===== src/rtl/spi_slave_shifter.sv =====
// spi_slave_shifter
//   SPI slave serial engine. Oversamples SS_n/SCLK/MOSI on PCLK, deserialises
//   MOSI into rx words and serialises a buffered tx word onto MISO. Supports
//   CPOL/CPHA modes 0..3 and MSB- or LSB-first order.
//
// Ports
//   PCLK, PRESET              clock, async active-high reset
//   spe_i                     slave enable (0 forces IDLE)
//   cpol_i, cpha_i, lsbfe_i   frame format, latched on IDLE->SHIFT
//   ss_n_i, sclk_i, mosi_i    asynchronous pins from the master
//   miso_o, miso_oe_o         serial data out and its output enable
//   tx_data_i, tx_load_i      transmit holding register write port
//   tx_ready_o                holding register empty
//   rx_data_o, rx_valid_o     last complete rx word and its update pulse
//   tx_underrun_o             pulse: shift register loaded from an empty buffer
//   busy_o                    frame in progress (SHIFT)
module spi_slave_shifter #(
    parameter int DATA_W      = 8,
    parameter int SYNC_STAGES = 2
) (
    input  logic              PCLK,
    input  logic              PRESET,
    input  logic              spe_i,
    input  logic              cpol_i,
    input  logic              cpha_i,
    input  logic              lsbfe_i,
    input  logic              ss_n_i,
    input  logic              sclk_i,
    input  logic              mosi_i,
    output logic              miso_o,
    output logic              miso_oe_o,
    input  logic [DATA_W-1:0] tx_data_i,
    input  logic              tx_load_i,
    output logic              tx_ready_o,
    output logic [DATA_W-1:0] rx_data_o,
    output logic              rx_valid_o,
    output logic              tx_underrun_o,
    output logic              busy_o
);

    localparam int              CNT_W = $clog2(DATA_W);
    localparam logic [CNT_W-1:0] LAST = CNT_W'(DATA_W - 1);

    typedef enum logic {IDLE, SHIFT} state_t;

    state_t state_q, state_d;

    // ---------------- input conditioning ----------------
    logic [SYNC_STAGES-1:0] ss_sync, sclk_sync, mosi_sync;
    logic                   sclk_d;
    logic                   ss_s, sclk_s, mosi_s;

    assign ss_s   = ss_sync[SYNC_STAGES-1];
    assign sclk_s = sclk_sync[SYNC_STAGES-1];
    assign mosi_s = mosi_sync[SYNC_STAGES-1];

    always_ff @(posedge PCLK or posedge PRESET) begin
        if (PRESET) begin
            ss_sync   <= '1;
            sclk_sync <= '0;
            mosi_sync <= '0;
            sclk_d    <= 1'b0;
        end else begin
            ss_sync   <= {ss_sync[SYNC_STAGES-2:0], ss_n_i};
            sclk_sync <= {sclk_sync[SYNC_STAGES-2:0], sclk_i};
            mosi_sync <= {mosi_sync[SYNC_STAGES-2:0], mosi_i};
            sclk_d    <= sclk_s;
        end
    end

    logic sclk_rise, sclk_fall;
    assign sclk_rise = sclk_s & ~sclk_d;
    assign sclk_fall = ~sclk_s & sclk_d;

    // ---------------- FSM ----------------
    logic enter, leave;

    always_ff @(posedge PCLK or posedge PRESET) begin
        if (PRESET) state_q <= IDLE;
        else        state_q <= state_d;
    end

    always_comb begin
        state_d = state_q;
        enter   = 1'b0;
        leave   = 1'b0;
        case (state_q)
            IDLE:  if (!ss_s && spe_i) begin
                       state_d = SHIFT;
                       enter   = 1'b1;
                   end
            SHIFT: if (ss_s || !spe_i) begin
                       state_d = IDLE;
                       leave   = 1'b1;
                   end
            default: state_d = IDLE;
        endcase
    end

    assign busy_o    = (state_q == SHIFT);
    assign miso_oe_o = (state_q == SHIFT);

    // ---------------- datapath ----------------
    logic              mode_cpol, mode_cpha, mode_lsb;
    logic [CNT_W-1:0]  bit_cnt;
    logic              skip_first, reload_pending;
    logic [DATA_W-1:0] tx_shift, rx_shift, rx_next, tx_adv, tx_hold;
    logic              active, sample_stb, shift_stb, frame_done, buf_load;

    // Strobes are ignored in the cycle the FSM is leaving SHIFT so that an
    // abort never completes a word or consumes the holding register.
    assign active     = (state_q == SHIFT) && !leave;
    assign sample_stb = active && ((mode_cpol == mode_cpha) ? sclk_rise : sclk_fall);
    assign shift_stb  = active && ((mode_cpol == mode_cpha) ? sclk_fall : sclk_rise);
    assign frame_done = sample_stb && (bit_cnt == LAST);
    assign buf_load   = enter || (shift_stb && !skip_first && reload_pending);

    assign rx_next = mode_lsb ? {mosi_s, rx_shift[DATA_W-1:1]}
                              : {rx_shift[DATA_W-2:0], mosi_s};
    assign tx_adv  = mode_lsb ? {1'b1, tx_shift[DATA_W-1:1]}
                              : {tx_shift[DATA_W-2:0], 1'b1};

    assign miso_o = mode_lsb ? tx_shift[0] : tx_shift[DATA_W-1];

    always_ff @(posedge PCLK or posedge PRESET) begin
        if (PRESET) begin
            mode_cpol      <= 1'b0;
            mode_cpha      <= 1'b0;
            mode_lsb       <= 1'b0;
            bit_cnt        <= '0;
            skip_first     <= 1'b0;
            reload_pending <= 1'b0;
            tx_shift       <= '1;
            rx_shift       <= '0;
            rx_data_o      <= '0;
            rx_valid_o     <= 1'b0;
            tx_underrun_o  <= 1'b0;
        end else begin
            rx_valid_o    <= frame_done;
            tx_underrun_o <= buf_load && tx_ready_o;

            if (enter) begin
                mode_cpol      <= cpol_i;
                mode_cpha      <= cpha_i;
                mode_lsb       <= lsbfe_i;
                bit_cnt        <= '0;
                skip_first     <= cpha_i;   // CPHA=1: first shift edge only opens the bit
                reload_pending <= 1'b0;
                rx_shift       <= '0;
            end else if (leave) begin
                bit_cnt        <= '0;
                skip_first     <= 1'b0;
                reload_pending <= 1'b0;
            end else begin
                if (sample_stb) begin
                    rx_shift <= rx_next;
                    if (frame_done) begin
                        bit_cnt        <= '0;
                        reload_pending <= 1'b1;
                        rx_data_o      <= rx_next;
                    end else begin
                        bit_cnt <= bit_cnt + CNT_W'(1);
                    end
                end
                if (shift_stb) begin
                    if (skip_first)          skip_first     <= 1'b0;
                    else if (reload_pending) reload_pending <= 1'b0;
                    else                     tx_shift       <= tx_adv;
                end
            end

            // An empty buffer sends all-ones rather than stale data.
            if (buf_load) tx_shift <= tx_ready_o ? '1 : tx_hold;
        end
    end

    // Holding register. A write in the same cycle as a buffer load lands
    // after the shift register has taken the old content.
    always_ff @(posedge PCLK or posedge PRESET) begin
        if (PRESET) begin
            tx_hold    <= '0;
            tx_ready_o <= 1'b1;
        end else if (tx_load_i && tx_ready_o) begin
            tx_hold    <= tx_data_i;
            tx_ready_o <= 1'b0;
        end else if (buf_load) begin
            tx_ready_o <= 1'b1;
        end
    end

endmodule


===== config.mk =====
export PLATFORM = sky130hd
export DESIGN_NAME = spi_slave_shifter
export DESIGN_NICKNAME = d
export VERILOG_FILES = /design/src/rtl/spi_slave_shifter.sv
export SDC_FILE = /design/constraint.sdc
export NUM_CORES = 1
export LEC_CHECK = 0
export ABC_AREA = 1
export CAP_MARGIN = 20
export CORE_UTILIZATION = 55
export CTS_CLUSTER_DIAMETER = 200
export DETAILED_ROUTE_END_ITERATION = 12
export PLACE_DENSITY = 0.79
export SLEW_MARGIN = 20
export SYNTH_ARGS = -nofsm -noshare
export SYNTH_HDL_FRONTEND = slang
export SYNTH_SLANG_ARGS = --single-unit

===== constraint.sdc =====
create_clock -name PCLK -period 1.8 [get_ports PCLK]
set_input_delay 0.45 -clock PCLK [delete_from_list [all_inputs] [get_ports PCLK]]
set_output_delay 0.45 -clock PCLK [all_outputs]
set_load 0.1 [all_outputs]

==> Yosys cells after proc, flatten, opt, wreduce, memory -nomap -nowiden <==
Cells that the tools add are included.
{ "op_classes": {"n_addsub": 1, "n_mul": 0, "n_div": 0, "order_cmp": 0, "n_eq_ne": 7, "n_shift": 0, "mux": 37, "bitwise": 7, "reduce_logical": 23} }
{ "op_table": {"columns": ["cell", "n"], "rows": [
  ["two-way mux 8 bit", 12],
  ["two-way mux 1 bit", 20],
  ["two-way mux 3 bit", 4],
  ["logical AND 1 bit", 9],
  ["inequality test 2 x 1 -> 1 bit (second input constant)", 4],
  ["nonzero test 2 bit", 3],
  ["nonzero test 3 bit", 2],
  ["inverter 1 bit", 5],
  ["AND reduction 5 bit", 1],
  ["logical NOT 1 bit", 4],
  ["AND reduction 4 bit", 1],
  ["adder 3 x 1 -> 3 bit (second input constant)", 1],
  ["equality test 3 bit (second input constant)", 1],
  ["AND 1 bit", 2],
  ["logical OR 1 bit", 2],
  ["inequality test 2 bit (second input constant)", 1],
  ["one-hot mux 1 bit (2 select lines)", 1],
  ["AND reduction 2 bit", 1],
  ["equality test 1 bit", 1]
]} }
{ "totals": {"regBits": 51, "latch_bits": 0, "mem_bits_rw": 0, "romBits": 0, "out_inout_bits": 14, "word_cells": 93, "mem_count": 0} }

==> Logic depth before layout (Yosys ltp) <==
{ "logic_depth": {"word_depth": 15, "mapped_depth": 10, "mapped_depth_nobuf": 10} }

==> Worst setup path after synthesis <==
Ideal clock, no wire load.
{ "synth_timing": {"path_type": "register to register", "startpoint": "register state_q (netlist: busy_o)", "endpoint": "register tx_shift[0]", "t_arrival_ps": 2025, "t_required_ps": 1723, "slack_ps": -302, "stages_incl_launch_ff": 10, "synth_period_minus_slack_ps": 2102, "path_cell_list": "dfrtp_1 inv_1 ha_1 buf_2 inv_2 nand2_4 inv_4 nand2_8 nand2_2 nand2_1"} }
{ "synth_lines": {"columns": ["element", "line", "text"], "rows": [
  ["from (decl)", "46", "state_t state_q, state_d;"],
  ["from (signal assigned)", "80", "else state_q <= state_d;"],
  ["two-way mux 1 bit (*)", "87", "case (state_q)"],
  ["net enter", "76", "logic enter, leave;"],
  ["logical OR 1 bit", "116", "assign buf_load = enter || (shift_stb && !skip_first && reload_pending);"],
  ["inequality test 2 x 1 -> 1 bit (no source line) or nonzero test 2 bit (tied branches)", null, null],
  ["AND reduction 5 bit (no source line)", null, null],
  ["to (signal assigned)", "168", "else tx_shift <= tx_adv;"],
  ["to (signal assigned)", "173", "if (buf_load) tx_shift <= tx_ready_o ? '1 : tx_hold;"],
  ["to (decl)", "107", "logic [DATA_W-1:0] tx_shift, rx_shift, rx_next, tx_adv, tx_hold;"]
]} }
The timed path passes the listed nets; every way through them passes the cells marked *.
A chain may end at the register's enable or synchronous reset.

==> Final worst setup path <==
{ "layout_timing": {"startpoint": "input spe_i", "endpoint": "register tx_shift[7]"} }
{ "layout_via": {"elab_chain_cells": 12} }
{ "layout_lines": {"columns": ["element", "line", "text"], "rows": [
  ["from (decl)", "23", "input logic spe_i,"],
  ["logical NOT 1 bit", "92", "SHIFT: if (ss_s || !spe_i) begin"],
  ["logical OR 1 bit", "92", null],
  ["two-way mux 1 bit", "92", null],
  ["two-way mux 1 bit", "87", null],
  ["logical NOT 1 bit", "112", "assign active = (state_q == SHIFT) && !leave;"],
  ["logical AND 1 bit", "112", null],
  ["logical AND 1 bit", "114", "assign shift_stb = active && ((mode_cpol == mode_cpha) ? sclk_fall : sclk_rise);"],
  ["logical AND 1 bit (2 in a row)", "116", null],
  ["logical OR 1 bit", "116", null],
  ["inequality test 2 x 1 -> 1 bit (no source line) or nonzero test 2 bit (tied branches)", null, null],
  ["AND reduction 5 bit (no source line)", null, null]
]} }
Several ways; a longest one is shown, not always the timed one.

==> metrics <==
result of the run completed; Final Routed Wirelength 5820 microns; Die Height between 60 and 70 microns; filler-free cell count of the finished design a little under 400; launch instance of the worst register-to-register path mode_cpha; library cell appearing most often on the critical path sky130_fd_sc_hd__nand2_1; largest cells by area after synthesis sky130_fd_sc_hd__dfrtp_1 (40%), sky130_fd_sc_hd__nand2_1 (13%), sky130_fd_sc_hd__dfstp_2 (12%); power share of the combinational group 0.299; switching power ~1.1 mW; Slew Limit Fails 0; post-DP HPWL roughly 3800 microns; maximum level of the CTS H-tree 2; Sink Count a little over 50; Sequential Power Share 0.458; Avg Vias per Cell 5.52; primary flip-flop cell chosen by synthesis mapping sky130_fd_sc_hd__dfrtp_1; proportion of register bits with asynchronous set or reset after synthesis 1.00; synth warn 0; DRC violation total after the first TritonRoute iteration 168; most common library cells after synthesis sky130_fd_sc_hd__nand2_1 (84), sky130_fd_sc_hd__dfrtp_1 (40), sky130_fd_sc_hd__inv_1 (27); Cell Int Power between 2 and 2.5 mW; post-route DRC violation count 0; maximum number of pins on one net before global-route repair 21; Synth Cell Area 2500 sq um; share of total power consumed by net switching 0.329; clock latency of the later-clocked register in the worst-skew pair 0.31 ns; count of flip-flops with a built-in enable after synthesis 0; Critical-path top delay cell sky130_fd_sc_hd__clkdlybuf4s50_1; family with the most delay on the worst path buffers and inverters; Rows 24; Post-Syn Nets 306; leakage power summed over all cells 1.61 nW; Max Clk Rate between 500 and 600 MHz; average cell area after synthesis slightly below 9 sq um; critical setup path kind in -> reg; Total GRT Usage 0.241; root buffer cell sky130_fd_sc_hd__clkbuf_8; critical path buffer and inverter count 4; register-to-register path setup slack around 0.23 ns; Cell Pwr Density slightly above 1000 nW/um^2; required time reported for the critical path endpoint approximately 2 ns; Final Hold Fails 0; number of buffers inserted for hold repair after clock tree synthesis 0; TritonCTS clock tree yes; number of instances on the worst hold path 0; capturing point of the worst reg2reg path rx_data_o[1]; summed negative setup slack over all endpoints 0 ns; final clock period utilization by the worst path 0.980; worst min path class reg -> reg; Clk pin slew, worst setup/hold paths roughly 0.090 ns; critical path arrival around 2.0 ns; initial standard-cell utilization of the core 0.574; total of max-cap violations 0; count of state elements after synthesis 51; total grt overflow 0; setup repair after global routing missed its margin true; max_slew headroom 0.721; core box area 4350 sq um; Die ar. between 4000 and 5000 sq um; final setup violation count 0; top-count cell post-synth sky130_fd_sc_hd__nand2_1; VDD IR-drop max roughly 0.64 mV; Netlist cell types 29; wire length of the first global-routing pass approximately 9200 microns; final critical delay including setup and external delays between 1.5 and 2 ns; fraction of final layout cells with drive strength greater than 1 0.296; kind of end point of the critical path flop; antenna violations before repair 0; Hold Path End mosi_sync[1]; P&R area growth vs syn 34.2%; maximum fanout along the worst path 4; antenna violation net count after detailed routing 0; logic depth of the worst register-to-register path 9; die boundary width 69.4 microns; vias in the first global route approximately 2.1k; GPL Wtd Cong approximately 0.81; number of nets in the final layout 356; area leader, netlist sky130_fd_sc_hd__dfrtp_1; sequential area share after synthesis 0.517; fraction of power consumed by the clock network 0.244; total I/O pin count 32; transition time at the pin with the least slew margin about 0.42 ns; category of the worst setup path launch point primary input; Cells after DPL ~370; via count around 2.1k; iteration count of the initial detailed-routing pass 4; portion of synthesized cell area occupied by the leading cell type 0.401; number of standard cells after synthesis around 280; Num CTS Buffers 5; cells along the critical path clkdlybuf4s50_1 > inv_2 > nor2_4 > ha_4 > buf_6 > nand4_4 > buf_4 > nand3_1 > nand2_1 > nand2_2 > nand2_1; final setup skew between 0.007 and 0.008 ns; max incr delay on CP 0.47 ns; average wire per standard cell approximately 15 microns; Diodes inserted 0; startpoint of the lowest-slack hold path mosi_sync[0]; CTS max path bufs 2; buffers added on ports 31
==> through the flow <==
stage	hold slack, ns	total power, mW	utilization	instance area (sq um)	worst slack (ns)
floorplan	0.331	2.24	-	2510	0.0293
detailed placement	0.339	2.54	0.721	3140	-0.404
finish	0.354	3.40	0.770	3350	0.0361
CTS	0.356	3.38	0.748	3260	-0.00505
global route	0.370	3.58	0.770	3350	-0.0495
global placement	0.334	2.50	0.721	3140	-0.348
==> cell families after synthesis <==
group,after synthesis,synth area share
AND/OR/NAND/NOR,143,0.286
flip-flops,51,0.517
AO/OA/AOI/OAI,40,0.0847
buffers and inverters,38,0.0611
multiplexers,6,0.0271
adder cells (fa/ha/maj),5,0.0251
==> layer usage <==
layer  share of wire  GRT usage  wire length (microns)  vias to the layer above
met1            0.40      0.296                   2340                     1045
met4           0.035     0.0816                    205                        0
met5               0          0                      0                        -
met3           0.045     0.0567                    262                       18
met2            0.52      0.417                   3020                       63
li1                -          -                      -                     1006
==> layout make-up <==
class / instances / area [sq um]
clock inverter: 2 / 35.0
tap: 52 / 65.1
multi-input combinational: 195 / 1110
fill: 279 / 1000
sequential: 51 / 1290
clock buffer: 6 / 82.6
timing repair buffer: 49 / 638
inverter: 31 / 126
==> cell usage in the layout, fill, tap and decap left out, types with 15 or more instances in the layout <==
cell type,count
sky130_fd_sc_hd__clkdlybuf4s50_1,17
sky130_fd_sc_hd__dfrtp_1,39
sky130_fd_sc_hd__inv_1,25
sky130_fd_sc_hd__o21ai_0,20
sky130_fd_sc_hd__nand3_1,21
sky130_fd_sc_hd__buf_12,17
sky130_fd_sc_hd__nand2_1,82
sky130_fd_sc_hd__o21ai_1,15
==> repair_timing <==
item	4_1_cts	5_1_grt
pin swaps	3	6
gates resized for setup	1	15
endpoints found under the setup margin	22	26
cloned	0	2
buffers inserted	0	2
==> flip-flops by register name, summed over array words and instances (netlist names), 2 cells and up <==
signal	cells
rx_data_o	8
rx_shift	8
tx_hold	8
tx_shift	8
bit_cnt	3
mosi_sync	2
sclk_sync	2
ss_sync	2
==> worst max path at each step <==
stage | from | endpoint | slack (ns) | cells after the start
4_1_cts | spe_i | rx_data_o[3] | -0.005 | 9
5_1_grt | spe_i | tx_shift[7] | -0.05 | 11
3_5_place_dp | spe_i | tx_shift[5] | -0.40 | 11
6_report | spe_i | tx_shift[7] | 0.04 | 11
3_3_place_gp | spe_i | tx_shift[4] | -0.35 | 11
2_1_floorplan | PRESET | busy_o | 0.03 | 1
==> power groups by stage <==
stage	logic [mW]	clock network (mW)	registers [mW]
final	1.01	0.829	1.56
after detailed placement	0.980	0	1.56
after CTS	0.994	0.833	1.55
after floorplan	0.636	0	1.60
after global routing	1.12	0.883	1.58
after global placement	0.948	0	1.56
Note: power is estimated with default switching activity, not from simulation.
==> RTL change: new RTL, same flow settings <==
`DATA_W`: 8 -> 32.
--- a/src/rtl/spi_slave_shifter.sv
+++ b/src/rtl/spi_slave_shifter.sv
@@ -17,3 +17,3 @@
 module spi_slave_shifter #(
-    parameter int DATA_W      = 8,
+    parameter int DATA_W      = 32,
     parameter int SYNC_STAGES = 2
Ports: changed (resized rx_data_o and tx_data_i); port bits go from 32 to 80. The function was not compared with the original's and may differ.
==> RTL change against the original RTL <==
Area after synthesis increased to 2.8 times the old value. Routed wire length increased to 2.9 times the old value. Sequential share of layout area increased by 1.3 points. Total power increased to 3.3 times the old value. Critical path depth decreased by 3. Register-to-register slack got worse by 0.20 ns. Setup slack got worse by 0.0051 ns. Design area increased to 2.8 times the old value. Sequential cell count increased by 98.
==> RTL change: results (changes against the original RTL) <==
| Metric | Value |
|---|---|
| Layout cells sized above 1 | 22.9% (was 29.6%) |
| CTS resizes | 6 (was 1) |
| Worst Skew | 0.00817 ns (was 0.00738 ns) |
| Post-synthesis xor/xnor area fraction | 0.250% (was 0%) |
| Gpl congestion | 0.814 (was 0.815) |
| DRT Pass-1 Iters | 5 (was 4) |
| Critical Path AT | 2.13 ns (was 2.01 ns) |
| Htree depth | 4 (was 2) |
| Crit path max-delay family | simple AND/OR/NAND/NOR gates (was buffers and inverters) |
| Worst-Skew Late Latency | 0.43 ns (was 0.31 ns) |
| Outcome | completed (unchanged) |
| Leakage | 4.35 nW (was 1.61 nW) |
| NumNets Final | 930 (was 356) |
| Initial DRC Count | 480 (was 168) |
| Critical path's largest stage delay | 0.38 ns (was 0.47 ns) |
| Worst vdd ir | 0.000770 V (was 0.000639 V) |
| Fill cell count | 755 (was 279) |
| Vias in the first global route | 5589 (was 2090) |
| Sequential power share | 42.9% (was 45.8%) |
| IO buf count | 79 (was 31) |
| Vias per inst | 5.52 (about the same) |
| Final wirelength | 16800 microns (was 5820 microns) |
| Tot GR Track Use | 25.6% (was 24.1%) |
| Least-Margin Pin Slew | 0.494 ns (was 0.417 ns) |
| Inst Count DP | 1017 (was 374) |
| Clk power | 3.98 mW (was 829 uW) |
| Power in sequential cells | 4.74 mW (was 1.56 mW) |
| Met2 Wirelength | 8720 microns (was 3020 microns) |
| Largest cells by area after synthesis | dfrtp_1 (41%), nand2_1 (13%), dfstp_2 (13%) (was dfrtp_1 (40%), nand2_1 (13%), dfstp_2 (12%)) |
| Area after DPL | 8480 sq um (was 3140 sq um) |
| Fin cells | 1064 (was 386) |
| Total CTS buffers | 17 (was 5) |
| Synth cell count leaders | nand2_1 (250), dfrtp_1 (114), o21ai_0 (75) (was nand2_1 (84), dfrtp_1 (40), inv_1 (27)) |
## RTL change: cell count changes in the layout (fill, tap and decap cells not counted), sizes merged, moves of 6 or more
cell,delta
clkinvlp,+6
nor2,+32
nand3,+47
o21ai,+71
dfstp,+24
mux2,+26
inv,+17
or2,-6
buf,+42
nand2,+152
dfrtp,+74
clkdlybuf4s50,+23
clkbuf,+20
mux2i,+30
## RTL change: routing by layer
| metal | GRT usage, % | up-vias |
|---|---|---|
| met3 | 4.59 | 33 |
| met2 | 44.3 | 201 |
| met4 | 11.7 | 0 |
| met5 | 0 | - |
| met1 | 31.4 | 2901 |
| li1 | - | 2742 |
## RTL change: path summary, 6_finish.rpt
kind | endpoint | cells past startpoint | start | slack (ns)
worst max-delay path | rx_data_o[2]$_DFFE_PP0P_ | 8 | bit_cnt[0]$_DFFE_PP0P_ | 0.03
worst min-delay path | busy_o$_DFF_PP0_ | 3 | spe_i | 0.31
worst max register to register | rx_data_o[2]$_DFFE_PP0P_ | 8 | bit_cnt[0]$_DFFE_PP0P_ | 0.03
worst min register to register | mosi_sync[1]$_DFF_PP0_ | 0 | mosi_sync[0]$_DFF_PP0_ | 0.35
max in group asynchronous | mode_lsb$_DFFE_PP0N_ | 3 | PRESET | 0.93
min in group asynchronous | tx_hold[24]$_DFFE_PP0P_ | 3 | PRESET | 0.50
## RTL change: cell type report
cell class	count	area, sq um	area share [%]
Clock buffer	20	437	4.61
Tap cell	168	210	2.22
Inverter	49	199	2.10
Timing Repair Buffer	121	1730	18.2
Clock inverter	12	228	2.40
Multi-Input combinational cell	545	2900	30.6
Sequential cell	149	3780	39.9
## RTL change: worst min-delay path: stages
cell	delay [ns]
dlymetal6s2s_1	0.13
inv_2	0.07
nor2_1	0.04
